[src/rtl/sprite_rom_pkg.sv]
// Shared widths, word types and pipeline stage record for the sprite ROM arbiter.
package sprite_rom_pkg;

    localparam int SPRITE_ADDR_W    = 11;
    localparam int SPRITE_DATA_W    = 3;
    localparam int SPRITE_ROM_DEPTH = 1600;
    // Wide enough for the largest supported requester count (8).
    localparam int SPRITE_ID_W      = 3;

    typedef logic [SPRITE_ADDR_W-1:0] sprite_addr_t;
    typedef logic [SPRITE_DATA_W-1:0] sprite_data_t;

    typedef struct packed {
        logic                   valid;
        logic [SPRITE_ID_W-1:0] id;
        logic                   err;
    } stage_t;

endpackage

[src/rtl/sprite_rom_arbiter_rr.sv]
// Round-robin grant logic with its own rotating priority pointer.
module rr_arbiter #(
    parameter  int NUM_REQ = 4,
    localparam int IDX_W   = $clog2(NUM_REQ)
) (
    input  logic               clk,
    input  logic               rst_n,
    input  logic               en,
    input  logic [NUM_REQ-1:0] req,
    output logic [NUM_REQ-1:0] grant,
    output logic [IDX_W-1:0]   idx
);

    logic [IDX_W-1:0] ptr;
    logic [IDX_W-1:0] cand;
    logic             found;
    int               sum;

    // Scan from the pointer upward, wrapping, and take the first valid request.
    always_comb begin
        grant = '0;
        idx   = '0;
        found = 1'b0;
        sum   = 0;
        cand  = '0;
        for (int k = 0; k < NUM_REQ; k++) begin
            sum = int'(ptr) + k;
            if (sum >= NUM_REQ) sum = sum - NUM_REQ;
            cand = IDX_W'(sum);
            if (en && !found && req[cand]) begin
                found       = 1'b1;
                grant[cand] = 1'b1;
                idx         = cand;
            end
        end
    end

    always_ff @(posedge clk or negedge rst_n) begin
        if (!rst_n) begin
            ptr <= '0;
        end else if (found) begin
            ptr <= (int'(idx) == NUM_REQ - 1) ? '0 : idx + 1'b1;
        end
    end

endmodule

[src/rtl/sprite_rom_arbiter.sv]
// Time-multiplexes one synchronous sprite ROM among NUM_REQ renderers with tagged responses.
// Optional bounds check on granted addresses: define SPRITE_ROM_ARB_BOUNDS_CHECK_EN.
module sprite_rom_arbiter
    import sprite_rom_pkg::*;
#(
    parameter  int NUM_REQ   = 4,
    parameter  int ADDR_W    = SPRITE_ADDR_W,
    parameter  int DATA_W    = SPRITE_DATA_W,
    parameter  int ROM_DEPTH = SPRITE_ROM_DEPTH,
    localparam int ID_W      = $clog2(NUM_REQ)
) (
    input  logic                      vga_clk,
    input  logic                      reset_n,
    input  logic                      en,
    input  logic [NUM_REQ-1:0]        req_valid,
    input  logic [NUM_REQ*ADDR_W-1:0] req_addr,
    output logic [NUM_REQ-1:0]        req_ready,
    output logic [ADDR_W-1:0]         rom_address,
    input  logic [DATA_W-1:0]         rom_q,
    output logic                      rsp_valid,
    output logic [ID_W-1:0]           rsp_id,
    output logic [DATA_W-1:0]         rsp_data,
    output logic                      rsp_err
);

`ifdef SPRITE_ROM_ARB_BOUNDS_CHECK_EN
    localparam bit BOUNDS_CHECK = 1'b1;
`else
    localparam bit BOUNDS_CHECK = 1'b0;
`endif

    logic [NUM_REQ-1:0][ADDR_W-1:0] addr_arr;
    logic [NUM_REQ-1:0]             grant;
    logic [ID_W-1:0]                gnt_idx;
    logic [ADDR_W-1:0]              gnt_addr;
    logic                           hs;
    logic                           oob;
    logic                           en_gated;
    stage_t                         s1;
    stage_t                         s2;

    // Reset holds the grant path off so nothing is offered while the pipeline is cleared.
    assign en_gated = en & reset_n;
    assign addr_arr = req_addr;

    rr_arbiter #(.NUM_REQ(NUM_REQ)) u_arb (
        .clk   (vga_clk),
        .rst_n (reset_n),
        .en    (en_gated),
        .req   (req_valid),
        .grant (grant),
        .idx   (gnt_idx)
    );

    assign req_ready = grant;
    assign hs        = |grant;
    assign gnt_addr  = addr_arr[gnt_idx];
    assign oob       = BOUNDS_CHECK && ({1'b0, gnt_addr} >= (ADDR_W+1)'(ROM_DEPTH));

    always_ff @(posedge vga_clk or negedge reset_n) begin
        if (!reset_n) begin
            rom_address <= '0;
            s1          <= '0;
            s2          <= '0;
            rsp_valid   <= 1'b0;
            rsp_id      <= '0;
            rsp_data    <= '0;
            rsp_err     <= 1'b0;
        end else begin
            s1.valid <= hs;
            s1.id    <= SPRITE_ID_W'(gnt_idx);
            s1.err   <= hs & oob;
            // Out-of-range reads leave the ROM address alone; the response is squashed later.
            if (hs && !oob) rom_address <= gnt_addr;
            s2        <= s1;
            rsp_valid <= s2.valid;
            rsp_id    <= ID_W'(s2.id);
            rsp_data  <= s2.err ? '0 : rom_q;
            rsp_err   <= s2.err;
        end
    end

endmodule

[config.mk]
export PLATFORM = sky130hd
export DESIGN_NAME = sprite_rom_arbiter
export DESIGN_NICKNAME = d
export VERILOG_FILES = /design/src/rtl/sprite_rom_pkg.sv /design/src/rtl/sprite_rom_arbiter_rr.sv /design/src/rtl/sprite_rom_arbiter.sv
export SDC_FILE = /design/constraint.sdc
export NUM_CORES = 1
export LEC_CHECK = 0
export CAP_MARGIN = 10
export CORE_UTILIZATION = 45
export DETAILED_ROUTE_END_ITERATION = 12
export PLACE_DENSITY = 0.83
export SETUP_SLACK_MARGIN = 0.5
export SYNTH_ARGS = -nofsm -noshare
export SYNTH_HDL_FRONTEND = slang
export SYNTH_SLANG_ARGS = --single-unit
[constraint.sdc]
create_clock -name vga_clk -period 3.88 [get_ports vga_clk]
set_clock_uncertainty 0.1 [all_clocks]
set_input_delay 0.388 -clock vga_clk [delete_from_list [all_inputs] [get_ports vga_clk]]
set_output_delay 0.388 -clock vga_clk [all_outputs]
set_load 0.01 [all_outputs]
==> results.json <==
{
  "hold_path.class": "reg2reg",
  "path_cells": "inv_4 -> ha_1 -> mux4_2 -> buf_4 -> nor3_2 -> a221o_1 -> clkdlybuf4s50_1",
  "synth_seq_cells": 25,
  "outcome": "finished clean",
  "yosys_warnings": 0,
  "grt_pass1_vias": 1845,
  "wire_per_inst_um": 18.8,
  "cellLeakagePower_nw": 1.28,
  "nNetsFinal": 332,
  "synth_top_cell_by_area": "dfrtp_1",
  "via_per_inst": 6.24,
  "crit_start": "u_arb.ptr[0]$_DFFE_PN0P_",
  "synthCells": 196,
  "ys_seq_area_share_pct": 31.1,
  "yosys-top-cells-area": "dfrtp_1 31%, o31ai_1 8.2%, mux2_4 6.7%",
  "ys_types": 45,
  "slew-limit-headroom_pct": 49.8,
  "cts_tree": "done",
  "avgSynthCellArea_sq_um": 10.3,
  "ys.flop_type": "dfrtp_1",
  "fmax_ghz": 0.302,
  "p_per_area_nw_per_um2": 655,
  "h-tree-depth": 1,
  "rr_endpoint": "rom_address[1]$_DFFE_PN0P_",
  "cts_made_buffers": 3,
  "maxCapViolCount": 0,
  "reg2reg_slack_ns": 0.87,
  "arrival_ns": 2.82,
  "syn_area_sq_um": 2010,
  "final_layout_size_suffix_gt1_share_pct": 14.5,
  "regToRegStartpoint": "u_arb.ptr[1]$_DFFE_PN0P_",
  "setup_viol": 0,
  "path_class": "reg2out",
  "muxShareOfSynthArea_pct": 15.3,
  "root_buffer": "clkbuf_8",
  "rr_worst_depth": 7,
  "critPathMaxStageDelay_ns": 0.56,
  "utilization_pct": 70.6,
  "syn-num-nets": 258,
  "dp_hpwl_mm": 4.05,
  "synth-edff-count": 0,
  "antenna_found_initial": 0,
  "pin_count": 76,
  "synth_fa_ha_area_share_pct": 4.97,
  "start_kind": "register",
  "setup_tns_ns": 0,
  "seqCellArea_sq_um": 626,
  "drc": 0,
  "clk_pin_slew_ns": 0.08,
  "gp_congestion": 0.813,
  "area_delta_synth_final_pct": 45.2,
  "placement_rows": 23,
  "crit_required_ns": 3.39,
  "die_w_um": 68.9,
  "dieArea_sq_um": 4750,
  "clockBufferDepth": 2,
  "synth_top_family_by_area": "compound AO/OA/AOI/OAI gates",
  "grt_pass1_wl_mm": 8.98,
  "core_sq_um": 4140,
  "final_max_slew_viol_count": 0,
  "crit_buf_inv": 3,
  "crit_family": "buffers and inverters",
  "synth_compound_area_share_pct": 26.5,
  "cts.sinks": 25,
  "synth_simple_gate_area_share_pct": 14.7,
  "overflow": 0,
  "whs_ns": 0.254,
  "endpoint": "req_ready[0]",
  "peakVddDrop_mv": 0.323,
  "final_hold_viol_count": 0,
  "yosysMostFrequentCell": "dfrtp_1",
  "end_kind": "primary output",
  "postRouteAntennaNets": 0,
  "crit_path_max_fanout": 7,
  "die_h_um": 68.9,
  "async_flop_share_pct": 100,
  "tightest_slew_ns": 0.753,
  "slowest_stage": "clkdlybuf4s50_1",
  "multiInputGateArea_sq_um": 1310,
  "grt_max_degree": 27,
  "synth_top_area_share_pct": 31.1,
  "fillers": 328,
  "port_buffers": 74,
  "vias": 1990,
  "routed_wirelength_mm": 6.01,
  "clk_latency_ns": 0.26,
  "start_util_pct": 48.6,
  "drt_iter0_drc": 129,
  "fin_crit_sh_pct": 85.3,
  "rsz0062_at_grt": "false",
  "worstSetupPathDepth": 7,
  "period_needed_ns": 3.31,
  "firstDrtPassIters": 4,
  "insertedDiodeCount": 0,
  "synthTopCellsByCount": "25 x dfrtp_1, 22 x o31ai_1, 12 x nand4_1",
  "synthXorXnorAreaFrac_pct": 0.870,
  "track_usage_pct": 25.6
}
sequential cells by signal (all words and copies together) (netlist names):
register and count:
rsp_id 2, rsp_data 3, rsp_valid 1, u_arb.ptr 2, s2 3, s1 3, rom_address 11
layout make-up:
cell class | instances | area share [%]
Clock buffer | 4 | 1.54
Tap cell | 50 | 2.14
Timing Repair Buffer | 87 | 29.1
Inverter | 8 | 1.11
Sequential cell | 25 | 21.4
Multi-Input combinational cell | 145 | 44.7
what timing repair did:
action,in CTS,in global routing
hold buffers,0,0
gates resized for setup,2,8
endpoints found under the setup margin,4,4
setup buffers,2,1
gates cloned,0,1
where the power goes:
| part | internal, W | switching [W] |
|---|---|---|
| registers | 0.000370 | 0.0000515 |
| logic | 0.000706 | 0.000639 |
| clock network | 0.0000732 | 0.0000752 |
| total | 0.00115 | 0.000766 |
worst register-to-register path, delay by kind of cell, from the launching register on:
| kind | cells | cell delay, ns |
|---|---|---|
| compound gates | 2 | 0.59 |
| buf+inv | 1 | 0.26 |
| flops | 1 | 0.35 |
| mux | 2 | 0.98 |
| simple gates | 2 | 0.63 |
worst min path at each step:
stage / depth (start not counted) / to / start
after floorplan: 0 / rom_address[0]$_DFFE_PN0P_ / reset_n
after global placement: 0 / rsp_id[0]$_DFF_PN0_ / s2[1]$_DFF_PN0_
after detailed placement: 0 / s2[2]$_DFF_PN0_ / s1[2]$_DFF_PN0_
after CTS: 0 / s2[2]$_DFF_PN0_ / s1[2]$_DFF_PN0_
after global routing: 0 / rsp_id[1]$_DFF_PN0_ / s2[2]$_DFF_PN0_
final: 0 / rsp_id[1]$_DFF_PN0_ / s2[2]$_DFF_PN0_
routing by layer:
metal | part of all wire (%) | global-route usage, % | wire (um) | vias to the layer above
li1 | - | - | - | 938
met1 | 44 | 36.4 | 2670 | 967
met2 | 49 | 40.5 | 2930 | 75
met3 | 5.1 | 1.97 | 306 | 10
met4 | 1.6 | 8.93 | 99 | 0
met5 | 0 | 0 | 0 | -
cell usage in the layout, fill, tap and decap left out, types with 3 or more instances in the layout:
cell and instances:
nand4_1 12, or3b_1 3, mux2i_1 6, nor2_1 5, clkbuf_8 3, nand3_1 4
nand2_1 6, a21oi_1 4, dfrtp_1 25, inv_1 7, buf_4 12, ha_1 8
a41oi_1 11, a221o_1 4, mux2_4 9, o31ai_1 22, nand2b_1 3, dlymetal6s2s_1 4
mux4_2 4, a32oi_1 11, clkdlybuf4s50_1 70
stage by stage:
stage / instance area (sq um) / instances / setup WS (ns) / power (W)
4_1_cts: 2860 / 317 / 0.494 / 0.00186
6_report: 2920 / 319 / 0.569 / 0.00192
5_1_grt: 2920 / 319 / 0.474 / 0.00205
3_5_place_dp: 2800 / 311 / 0.477 / 0.00168
3_3_place_gp: 2800 / 311 / 0.524 / 0.00165
2_1_floorplan: 2010 / 196 / 0.625 / 0.00130
cells by family (layout without fill, tap and decap cells):
logic type	after synthesis	count (layout)
XOR/XNOR	2	2
other	1	1
buffers and inverters	27	99
flip-flops	25	25
multiplexers	21	22
AND/OR/NAND/NOR	47	47
adder cells (fa/ha/maj)	8	8
AO/OA/AOI/OAI	65	65
No activity file was read; power rests on OpenSTA's default activity.
